File: config.mk
export PLATFORM = sky130hd
export DESIGN_NAME = anc_spi_adc_capture_flat
export DESIGN_NICKNAME = d
export VERILOG_FILES = /design/src/rtl/anc_pkg.sv /design/src/rtl/anc_spi_adc_capture_if.sv /design/src/rtl/anc_sample_tick.sv /design/src/rtl/anc_spi_adc_capture.sv /design/src/flat_wrapper.sv
export SDC_FILE = /design/constraint.sdc
export NUM_CORES = 1
export LEC_CHECK = 0
export BUFFER_PORTS_ARGS = -buffer_cell sky130_fd_sc_hd__buf_2
export CAP_MARGIN = 20
export CORE_MARGIN = 4
export CORE_UTILIZATION = 58
export DETAILED_ROUTE_END_ITERATION = 8
export PLACE_DENSITY = 0.78
export SLEW_MARGIN = 25
export SYNTH_ARGS = -nofsm -noshare
export SYNTH_HDL_FRONTEND = slang
export SYNTH_HIERARCHICAL = 1
export SYNTH_SLANG_ARGS = --single-unit
File: constraint.sdc
create_clock -name Clk_100M -period 2.7 [get_ports Clk_100M]
set_input_delay 0.135 -clock Clk_100M [delete_from_list [all_inputs] [get_ports Clk_100M]]
set_output_delay 0.135 -clock Clk_100M [all_outputs]
set_load 0.01 [all_outputs]
File: src/rtl/anc_pkg.sv
// Shared constants and FSM encoding for the ANC sample path front end.
package anc_pkg;

  localparam int DATA_W         = 11;
  localparam int FRAME_BITS     = 16;
  localparam int ADC_LEAD_ZEROS = 4;

  typedef enum logic [2:0] {
    IDLE,
    CS_SETUP,
    SHIFT_LO,
    SHIFT_HI,
    CS_HOLD,
    DONE
  } adc_state_e;

  // Clk_100M cycles from the first CSn-low cycle to the last: setup, two
  // half-periods per bit, hold.
  function automatic int frame_cycles(input int frame_bits, input int clk_div);
    return (2 * frame_bits + 2) * clk_div;
  endfunction

endpackage

File: src/rtl/anc_spi_adc_capture_if.sv
// ADC pins plus the sample/strobe/overrun outputs of the capture block.
interface anc_spi_adc_capture_if #(
  parameter int DATA_W = anc_pkg::DATA_W
);

  logic              ADC_MISO;
  logic              ADC_SCLK;
  logic              ADC_CSn;
  logic [DATA_W-1:0] SPIData;
  logic              RamShiftEN;
  logic              Overrun;

  modport master (
    input  ADC_MISO,
    output ADC_SCLK, ADC_CSn, SPIData, RamShiftEN, Overrun
  );

  modport slave (
    output ADC_MISO,
    input  ADC_SCLK, ADC_CSn, SPIData, RamShiftEN, Overrun
  );

endinterface

File: src/rtl/anc_sample_tick.sv
// Sample-rate tick generator: one-cycle tick every SAMPLE_DIV cycles while enabled.
module anc_sample_tick #(
  parameter int SAMPLE_DIV = 2000
) (
  input  logic Clk_100M,
  input  logic Reset,
  input  logic Enable,
  output logic tick
);

  localparam int CNT_W = $clog2(SAMPLE_DIV);

  logic [CNT_W-1:0] cnt_q;
  logic             at_end;

  assign at_end = (cnt_q == CNT_W'(SAMPLE_DIV - 1));
  assign tick   = Enable && at_end;

  // NOTE: sequential state uses non-blocking assignments so every register
  // samples pre-edge values; reset is synchronous and checked first.
  always_ff @(posedge Clk_100M) begin
    if (!Reset) begin
      cnt_q <= '0;
    end else if (!Enable || at_end) begin
      cnt_q <= '0;
    end else begin
      cnt_q <= cnt_q + 1'b1;
    end
  end

endmodule

File: src/rtl/anc_spi_adc_capture.sv
// SPI master for a 12-bit serial ADC: one frame per sample tick, 11-bit result
// presented with a one-cycle RamShiftEN strobe for the delay line.
module anc_spi_adc_capture
  import anc_pkg::*;
#(
  parameter int CLK_DIV      = 4,
  parameter int FRAME_BITS   = anc_pkg::FRAME_BITS,
  parameter int DATA_W       = anc_pkg::DATA_W,
  parameter int SAMPLE_DIV   = 2000,
  parameter bit TWOS_COMP    = 1'b0,
  parameter bit CHECK_TIMING = 1'b1
) (
  input  logic Clk_100M,
  input  logic Reset,
  input  logic Enable,
  anc_spi_adc_capture_if.master adc
);

  localparam int DIV_W    = $clog2(CLK_DIV);
  localparam int BIT_W    = $clog2(FRAME_BITS + 1);
  localparam int DATA_MSB = FRAME_BITS - ADC_LEAD_ZEROS - 1;

  if (CLK_DIV < 2) begin : g_clk_div_check
    $error("CLK_DIV must be at least 2");
  end
  if (CHECK_TIMING && SAMPLE_DIV <= frame_cycles(FRAME_BITS, CLK_DIV) + 2) begin : g_sample_div_check
    $error("SAMPLE_DIV too short to fit one ADC frame per sample period");
  end

  logic tick;

  anc_sample_tick #(.SAMPLE_DIV(SAMPLE_DIV)) u_sample_tick (
    .Clk_100M (Clk_100M),
    .Reset    (Reset),
    .Enable   (Enable),
    .tick     (tick)
  );

  adc_state_e            state_q, state_d;
  logic [DIV_W-1:0]      div_q;
  logic [BIT_W-1:0]      bit_q;
  logic [FRAME_BITS-1:0] shift_q;
  logic [DATA_W-1:0]     data_q, sample;
  logic                  csn_q, sclk_q, strobe_q, overrun_q;
  logic                  csn_d, sclk_d, shift_en, frame_start, div_last;
  logic                  unused_bits;

  assign div_last = (div_q == DIV_W'(CLK_DIV - 1));

  // NOTE: every combinational output gets a default before the case so no
  // path leaves it unassigned and no latch is inferred.
  always_comb begin
    state_d = state_q;
    unique case (state_q)
      IDLE:     if (tick)     state_d = CS_SETUP;
      CS_SETUP: if (div_last) state_d = SHIFT_LO;
      SHIFT_LO: if (div_last) state_d = SHIFT_HI;
      SHIFT_HI: if (div_last) state_d = (bit_q == BIT_W'(FRAME_BITS)) ? CS_HOLD : SHIFT_LO;
      CS_HOLD:  if (div_last) state_d = DONE;
      DONE:                   state_d = IDLE;
      default:                state_d = IDLE;
    endcase

    // Pins are registered from the next state, so they change with the state.
    csn_d       = (state_d == IDLE) || (state_d == DONE);
    sclk_d      = (state_d != SHIFT_LO);
    shift_en    = (state_q == SHIFT_LO) && (state_d == SHIFT_HI);
    frame_start = (state_q == IDLE) && (state_d == CS_SETUP);
  end

  // Drop the ADC LSB; optionally flip the MSB for two's complement.
  always_comb begin
    sample = shift_q[DATA_MSB -: DATA_W];
    if (TWOS_COMP) sample[DATA_W-1] = ~sample[DATA_W-1];
  end

  always_ff @(posedge Clk_100M) begin
    if (!Reset) begin
      state_q   <= IDLE;
      div_q     <= '0;
      bit_q     <= '0;
      shift_q   <= '0;
      csn_q     <= 1'b1;
      sclk_q    <= 1'b1;
      data_q    <= '0;
      strobe_q  <= 1'b0;
      overrun_q <= 1'b0;
    end else begin
      state_q  <= state_d;
      div_q    <= (state_d != state_q || state_q == IDLE) ? '0 : div_q + 1'b1;
      csn_q    <= csn_d;
      sclk_q   <= sclk_d;
      strobe_q <= (state_d == DONE);

      if (frame_start) begin
        bit_q   <= '0;
        shift_q <= '0;
      end else if (shift_en) begin
        shift_q <= {shift_q[FRAME_BITS-2:0], adc.ADC_MISO};
        bit_q   <= bit_q + 1'b1;
      end

      if (state_d == DONE) data_q <= sample;
      // A tick is only accepted in IDLE; any other state, DONE included, drops it.
      if (tick && state_q != IDLE) overrun_q <= 1'b1;
    end
  end

  // Leading zeros and the dropped LSB are shifted in but never used.
  assign unused_bits = ^{shift_q[FRAME_BITS-1 -: ADC_LEAD_ZEROS], shift_q[DATA_MSB-DATA_W:0]};

  assign adc.ADC_CSn    = csn_q;
  assign adc.ADC_SCLK   = sclk_q;
  assign adc.SPIData    = data_q;
  assign adc.RamShiftEN = strobe_q;
  assign adc.Overrun    = overrun_q;

endmodule

File: src/flat_wrapper.sv
// flat-port wrapper written by rule: the top's interface ports become plain ports
module anc_spi_adc_capture_flat import anc_pkg::*;
#(
  parameter int CLK_DIV      = 4,
  parameter int FRAME_BITS   = anc_pkg::FRAME_BITS,
  parameter int DATA_W       = anc_pkg::DATA_W,
  parameter int SAMPLE_DIV   = 2000,
  parameter bit TWOS_COMP    = 1'b0,
  parameter bit CHECK_TIMING = 1'b1
)
  (Clk_100M, Reset, Enable, adc_ADC_MISO, adc_ADC_SCLK, adc_ADC_CSn, adc_SPIData, adc_RamShiftEN, adc_Overrun);
  anc_spi_adc_capture_if #(.DATA_W(DATA_W)) adc_i ();
  input  logic Clk_100M;
  input  logic Reset;
  input  logic Enable;
  input wire logic [$bits(adc_i.ADC_MISO)-1:0] adc_ADC_MISO;
  output wire logic [$bits(adc_i.ADC_SCLK)-1:0] adc_ADC_SCLK;
  output wire logic [$bits(adc_i.ADC_CSn)-1:0] adc_ADC_CSn;
  output wire logic [$bits(adc_i.SPIData)-1:0] adc_SPIData;
  output wire logic [$bits(adc_i.RamShiftEN)-1:0] adc_RamShiftEN;
  output wire logic [$bits(adc_i.Overrun)-1:0] adc_Overrun;
  assign adc_i.ADC_MISO = adc_ADC_MISO;
  assign adc_ADC_SCLK = adc_i.ADC_SCLK;
  assign adc_ADC_CSn = adc_i.ADC_CSn;
  assign adc_SPIData = adc_i.SPIData;
  assign adc_RamShiftEN = adc_i.RamShiftEN;
  assign adc_Overrun = adc_i.Overrun;
  anc_spi_adc_capture #(.CLK_DIV(CLK_DIV), .FRAME_BITS(FRAME_BITS), .DATA_W(DATA_W), .SAMPLE_DIV(SAMPLE_DIV), .TWOS_COMP(TWOS_COMP), .CHECK_TIMING(CHECK_TIMING)) u_core (.Clk_100M(Clk_100M), .Reset(Reset), .Enable(Enable), .adc(adc_i));
endmodule
## After elaboration in Yosys (flattened, before gate mapping)

Index checks and enable logic that the tools add are counted.

- Input port bits: 4
- Output and inout bits: 15
- Register bits: 48
- Logic and storage cells: 47

- Bitwise operators: 1
- Reduce and logical (&&, ||, !) cells: 14
- Equality and inequality tests: 12
- $add $sub $neg: 3
- Mux-type cells: 7

Operators by type and width:

| operator | count |
|---|---|
| 3-bit two-way mux | 6 |
| 3-bit one-hot mux with 5 select lines | 1 |
| 11-bit by 1-bit adder with 11-bit output (second input constant) | 1 |
| 11-bit == test (second input constant) | 1 |
| 3-bit by 2-bit == test with 1-bit output (second input constant) | 3 |
| 3-bit by 1-bit == test with 1-bit output (second input constant) | 2 |
| 3-bit == test (second input constant) | 2 |
| 3-bit zero test | 2 |
| 2-bit OR reduction | 3 |
| 5-bit by 1-bit adder with 5-bit output (second input constant) | 1 |
| 5-bit == test (second input constant) | 1 |
| 1-bit logical AND | 4 |
| 1-bit logical OR | 3 |
| 3-bit by 2-bit != test with 1-bit output (second input constant) | 1 |
| 3-bit != test | 1 |
| 3-bit nonzero test | 1 |
| 2-bit by 1-bit adder with 2-bit output (second input constant) | 1 |
| 2-bit == test (second input constant) | 1 |
| 1-bit zero test | 1 |
| 1-bit inverter | 1 |

## Depth between registers and ports, before layout

- Depth in word-level cells: 7
- Depth in mapped cells: 7
- Gate-level depth less buffers: 6

## Cells and area by module

The synthesis kept the hierarchy.

By module, submodules not included:

| module | cells each | area each (um^2) | instances | seq. area each (um^2) |
|---|---|---|---|---|
| anc_spi_adc_capture | 176 | 1502.7 | 1 | 740.7 |
| anc_sample_tick | 59 | 550.5 | 1 | 220.2 |

## Worst setup path after synthesis

OpenSTA, ideal clock, no wires.

- Path type: flip-flop to flip-flop
- From: register u_core.u_sample_tick.cnt_q[0]
- To: register u_core.bit_q[2]
- Stages on the path, launching flop included: 8
- Library setup time: 122 ps
- Required time: 2578 ps
- Path slack: 550 ps
- Data arrival time: 2029 ps
- Period minus slack after synthesis: 2150 ps
- Path buffers: 1
- Cell sequence: dfxtp_1 ha_1 nand3_4 nor4_1 or4b_4 nand2_4 buf_12 a21oi_1

- Word-level cells in the longest chain between the ends: 7
- Elaborated cells between the ends (all ways): 9
- Classes of those cells: eq/ne (3); mux (2); reduce/logical (4)

RTL lines:

| element | line | text |
|---|---|---|
| start, declared | anc_sample_tick.sv:13 | `logic [CNT_W-1:0] cnt_q;` |
| start signal, assigned | anc_sample_tick.sv:27 | `cnt_q <= cnt_q + 1'b1;` |
| 11-bit == test (*) | anc_sample_tick.sv:16 | `assign at_end = (cnt_q == CNT_W'(SAMPLE_DIV - 1));` |
| 1-bit logical AND (*) | anc_sample_tick.sv:17 | `assign tick = Enable && at_end;` |
| via u_core.tick | anc_spi_adc_capture.sv:30 | `logic tick;` |
| 3-bit two-way mux (*) | anc_spi_adc_capture.sv:55 | `IDLE: if (tick) state_d = CS_SETUP;` |
| 3-bit one-hot mux with 5 select lines (*) | anc_spi_adc_capture.sv:54 | `unique case (state_q)` |
| 3-bit by 1-bit == test with 1-bit output | anc_spi_adc_capture.sv:68 | `frame_start = (state_q == IDLE) && (state_d == CS_SETUP);` |
| 1-bit logical AND | anc_spi_adc_capture.sv:68 |  |
| 2-bit OR reduction (no line) | -- |  |
| end signal, assigned | anc_spi_adc_capture.sv:100 | `bit_q <= bit_q + 1'b1;` |
| end, declared | anc_spi_adc_capture.sv:41 | `logic [BIT_W-1:0] bit_q;` |

Mark *: on every way through the listed nets, which the timed path passes. The rest lies on a longest branch.
A chain may end at the register's enable or synchronous reset.

## Worst setup path after layout

- From: register u_core.u_sample_tick.cnt_q[5]
- To: register u_core.shift_q[3]

- Word-level cells in the longest chain between the ends: 7
- Elaborated cells between the ends (all ways): 9
- Classes of those cells: eq/ne (3); mux (2); reduce/logical (4)

RTL lines:

| element | line | text |
|---|---|---|
| 11-bit == test (*) | anc_sample_tick.sv:16 |  |
| 1-bit logical AND (*) | anc_sample_tick.sv:17 |  |
| via u_core.tick | anc_spi_adc_capture.sv:30 |  |
| 3-bit two-way mux (*) | anc_spi_adc_capture.sv:55 |  |
| 3-bit one-hot mux with 5 select lines (*) | anc_spi_adc_capture.sv:54 |  |
| 3-bit by 1-bit == test with 1-bit output | anc_spi_adc_capture.sv:68 |  |
| 1-bit logical AND | anc_spi_adc_capture.sv:68 |  |
| 2-bit OR reduction (no line) | -- |  |
| end signal, assigned | anc_spi_adc_capture.sv:99 | `shift_q <= {shift_q[FRAME_BITS-2:0], adc.ADC_MISO};` |
| end, declared | anc_spi_adc_capture.sv:42 | `logic [FRAME_BITS-1:0] shift_q;` |

Marks and branches as above.

==> results.sh <==
export IMPL_tritoncts="built"
export IMPL_finalSetupTns_ps=0
export IMPL_met2_length_um=1660
export IMPL_p_per_area_nw_per_um2=484
export IMPL_htreeDepth=2
export IMPL_period_share_pct=78.0
export IMPL_setup_viol=0
export IMPL_crit_path_max_fanout=15
export IMPL_holdWs_ps=64.3
export IMPL_critPathLaunchType="flip-flop"
export IMPL_cpMaxStageDelayCell="or4b_4"
export IMPL_nets=258
export IMPL_final_cell_mix="nand2_1, dfxtp_1, a21oi_1"
export IMPL_syn_mean_instance_area_um2=8.74
export IMPL_routed_wirelength_um=3640
export IMPL_max_stage_delay_ps=510
export IMPL_via_per_inst=5.60
export IMPL_antenna_found_initial=0
export IMPL_final_common_cell="nand2_1"
export IMPL_met1_length_um=1730
export IMPL_worstHoldPathType="input pin to flip-flop"
export IMPL_area_growth_pct=7.25
export IMPL_gp_congestion=0.790
export IMPL_leakage_nw=0.777
export IMPL_n_antenna_cell=0
export IMPL_fin_crit_ps=2110
export IMPL_die_h_um=67.5
export IMPL_syn_area_um2=2050
export IMPL_numCtsBuffers=5
export IMPL_clkSlewWorstSetupHoldPaths_ps=120
export IMPL_max_cap_violations=0
export IMPL_track_usage_pct=18.1
export IMPL_fmax_mhz=475
export IMPL_syn_nets=243
export IMPL_outcome="finished clean"
export IMPL_fin_skew_ps=5.54
export IMPL_dp_hpwl_um=2510
export IMPL_drc_errors=0
export IMPL_cts_sinks=48
export IMPL_yosysWarnings=6
export IMPL_required_ps=2950
export IMPL_synth_distinct_cells=46
export IMPL_crit_family="simple AND/OR/NAND/NOR gates"
export IMPL_arrival_ps=2360
export IMPL_fillerInstances=294
export IMPL_route_met3_wl_um=185
export IMPL_clk_path_buf_depth=2
export IMPL_ioPinCount=19
export IMPL_avgRoutedWirePerCell_um=12.3
export IMPL_clock_latency_ps=350
export IMPL_start_util_pct=60.6
export IMPL_crit_path_end_kind="flip-flop"
export IMPL_seq_area_frac_synth_pct=46.8
export IMPL_synth_ff_type="dfxtp_1"
export IMPL_crit_buf_inv=1
export IMPL_finalHoldViolCount=0
export IMPL_portBuffers=18
export IMPL_vias=1663
export IMPL_grt_max_degree=18
export IMPL_vdd_drop_max_mv=0.419
export IMPL_cts_root_buffer="clkbuf_4"
export IMPL_num_rows=21
export IMPL_rsz0062_at_grt="false"
export IMPL_first_iter_violations=187
export IMPL_grt_pass1_vias=1475
export IMPL_top_layer="met4"
export IMPL_first_pass_iters=5
export IMPL_coreArea_um2=3390
export IMPL_ys_seq_elements=48
export IMPL_die_width_um=67.5
export IMPL_cp_cell_sequence="or3b_1, nor4_1, buf_4, or4b_4, nand2_4, a21oi_1"
export IMPL_crit_type="flip-flop to flip-flop"
export IMPL_synth_cells=235
export IMPL_die_area_um2=4560
export IMPL_cts_resized=0
export IMPL_drv_slew=0
export IMPL_drive_gt1_share_pct=14.3
export IMPL_grt_pass1_wl_um=6300
export IMPL_ant_nets=0
export IMPL_relSlewSlack_pct=60.7
export IMPL_synthArstFlopShare_pct=0
export IMPL_synth_edff_count=0
export IMPL_worstMarginPinSlew_ps=585
export IMPL_overflow=0
[report_power, final]
group	total (W)	internal, W	switching (W)	leakage (nW)
registers	0.000711	0.000709	0.00000124	0.387
clock network	0.000334	0.000129	0.000205	0.0326
logic	0.0000223	0.00000661	0.0000157	0.358
total	0.00107	0.000845	0.000222	0.777
[sequential cells by signal, indices dropped and copies added (netlist names), 2 cells and up]
name,flops
u_core/u_sample_tick/cnt_q,11
u_core/adc.SPIData,11
u_core/div_q,2
u_core/shift_q,12
u_core/bit_q,5
u_core/state_q,3
[logic make-up after synthesis]
family / Yosys count / share of synthesized area, %
AO/OA/AOI/OAI: 51 / 15.1
XOR/XNOR: 3 / 1.28
adder cells (fa/ha/maj): 4 / 2.44
buffers and inverters: 21 / 5.48
flip-flops: 48 / 46.8
multiplexers: 2 / 0.975
AND/OR/NAND/NOR: 106 / 28.0
[metal layers]
metal / global-route usage, % / up-vias
met3: 5.99 / 7
met4: 8.10 / 0
li1: - / 844
met1: 22.7 / 771
met2: 27.9 / 41
met5: 0 / -
[per-stage QoR]
step | util (%) | setup WS [ps] | cells | power [W] | area (um2)
global route | 65.0 | 437 | 297 | 0.00112 | 2200
global placement | 62.9 | 666 | 288 | 0.000748 | 2130
finish | 65.0 | 593 | 297 | 0.00107 | 2200
CTS | 64.7 | 599 | 296 | 0.00108 | 2190
floorplan | - | 550 | 235 | 0.000745 | 2050
detailed placement | 62.9 | 623 | 288 | 0.000748 | 2130
[synth_stat cells (2+ instances only)]
| library cell | n | area share, % |
|---|---|---|
| nand2_1 | 56 | 10 |
| inv_1 | 7 | 1.3 |
| nand2b_1 | 2 | 0.61 |
| nand4_1 | 3 | 0.91 |
| xnor2_1 | 2 | 0.85 |
| or3_1 | 4 | 1.2 |
| nand4bb_1 | 3 | 1.6 |
| clkbuf_1 | 3 | 0.55 |
| nor2b_1 | 4 | 1.2 |
| buf_2 | 8 | 2.0 |
| nand3_1 | 5 | 1.2 |
| mux2i_1 | 2 | 0.98 |
| and4bb_2 | 2 | 1.2 |
| dfxtp_1 | 48 | 47 |
| nor4_1 | 2 | 0.61 |
| nor3_1 | 2 | 0.49 |
| a21oi_1 | 32 | 7.8 |
| a31oi_1 | 2 | 0.61 |
| or4_1 | 2 | 0.73 |
| o21ai_0 | 8 | 2.0 |
| nor2_1 | 9 | 1.6 |
| nand3b_1 | 2 | 0.73 |
| ha_1 | 4 | 2.4 |
[path summary, 6_finish.rpt]
check                                     start                 end  slack, ps  depth (start not counted)
hold / removal                            Reset  u_core/adc.ADC_CSn         60                          2
hold reg to reg                 u_core/div_q[0]     u_core/div_q[0]        450                          1
setup reg to reg  u_core/u_sample_tick/cnt_q[5]   u_core/shift_q[3]        590                          6
setup / recovery  u_core/u_sample_tick/cnt_q[5]   u_core/shift_q[3]        590                          6
[repair_timing]
| item | CTS | global route |
|---|---|---|
| endpoints found under the hold margin | 0 | 1 |
| buffers inserted | 0 | 0 |
| hold buffers | 0 | 1 |
[final cells by class]
class / instances / area [um2] / area share (%)
Inverter: 8 / 30.0 / 1.36
Multi-Input combinational cell: 166 / 980 / 44.5
Tap cell: 46 / 57.6 / 2.61
Clock buffer: 8 / 58.8 / 2.67
Sequential cell: 48 / 961 / 43.6
Timing Repair Buffer: 21 / 115 / 5.23
Note: power is estimated with default switching activity, not from simulation.
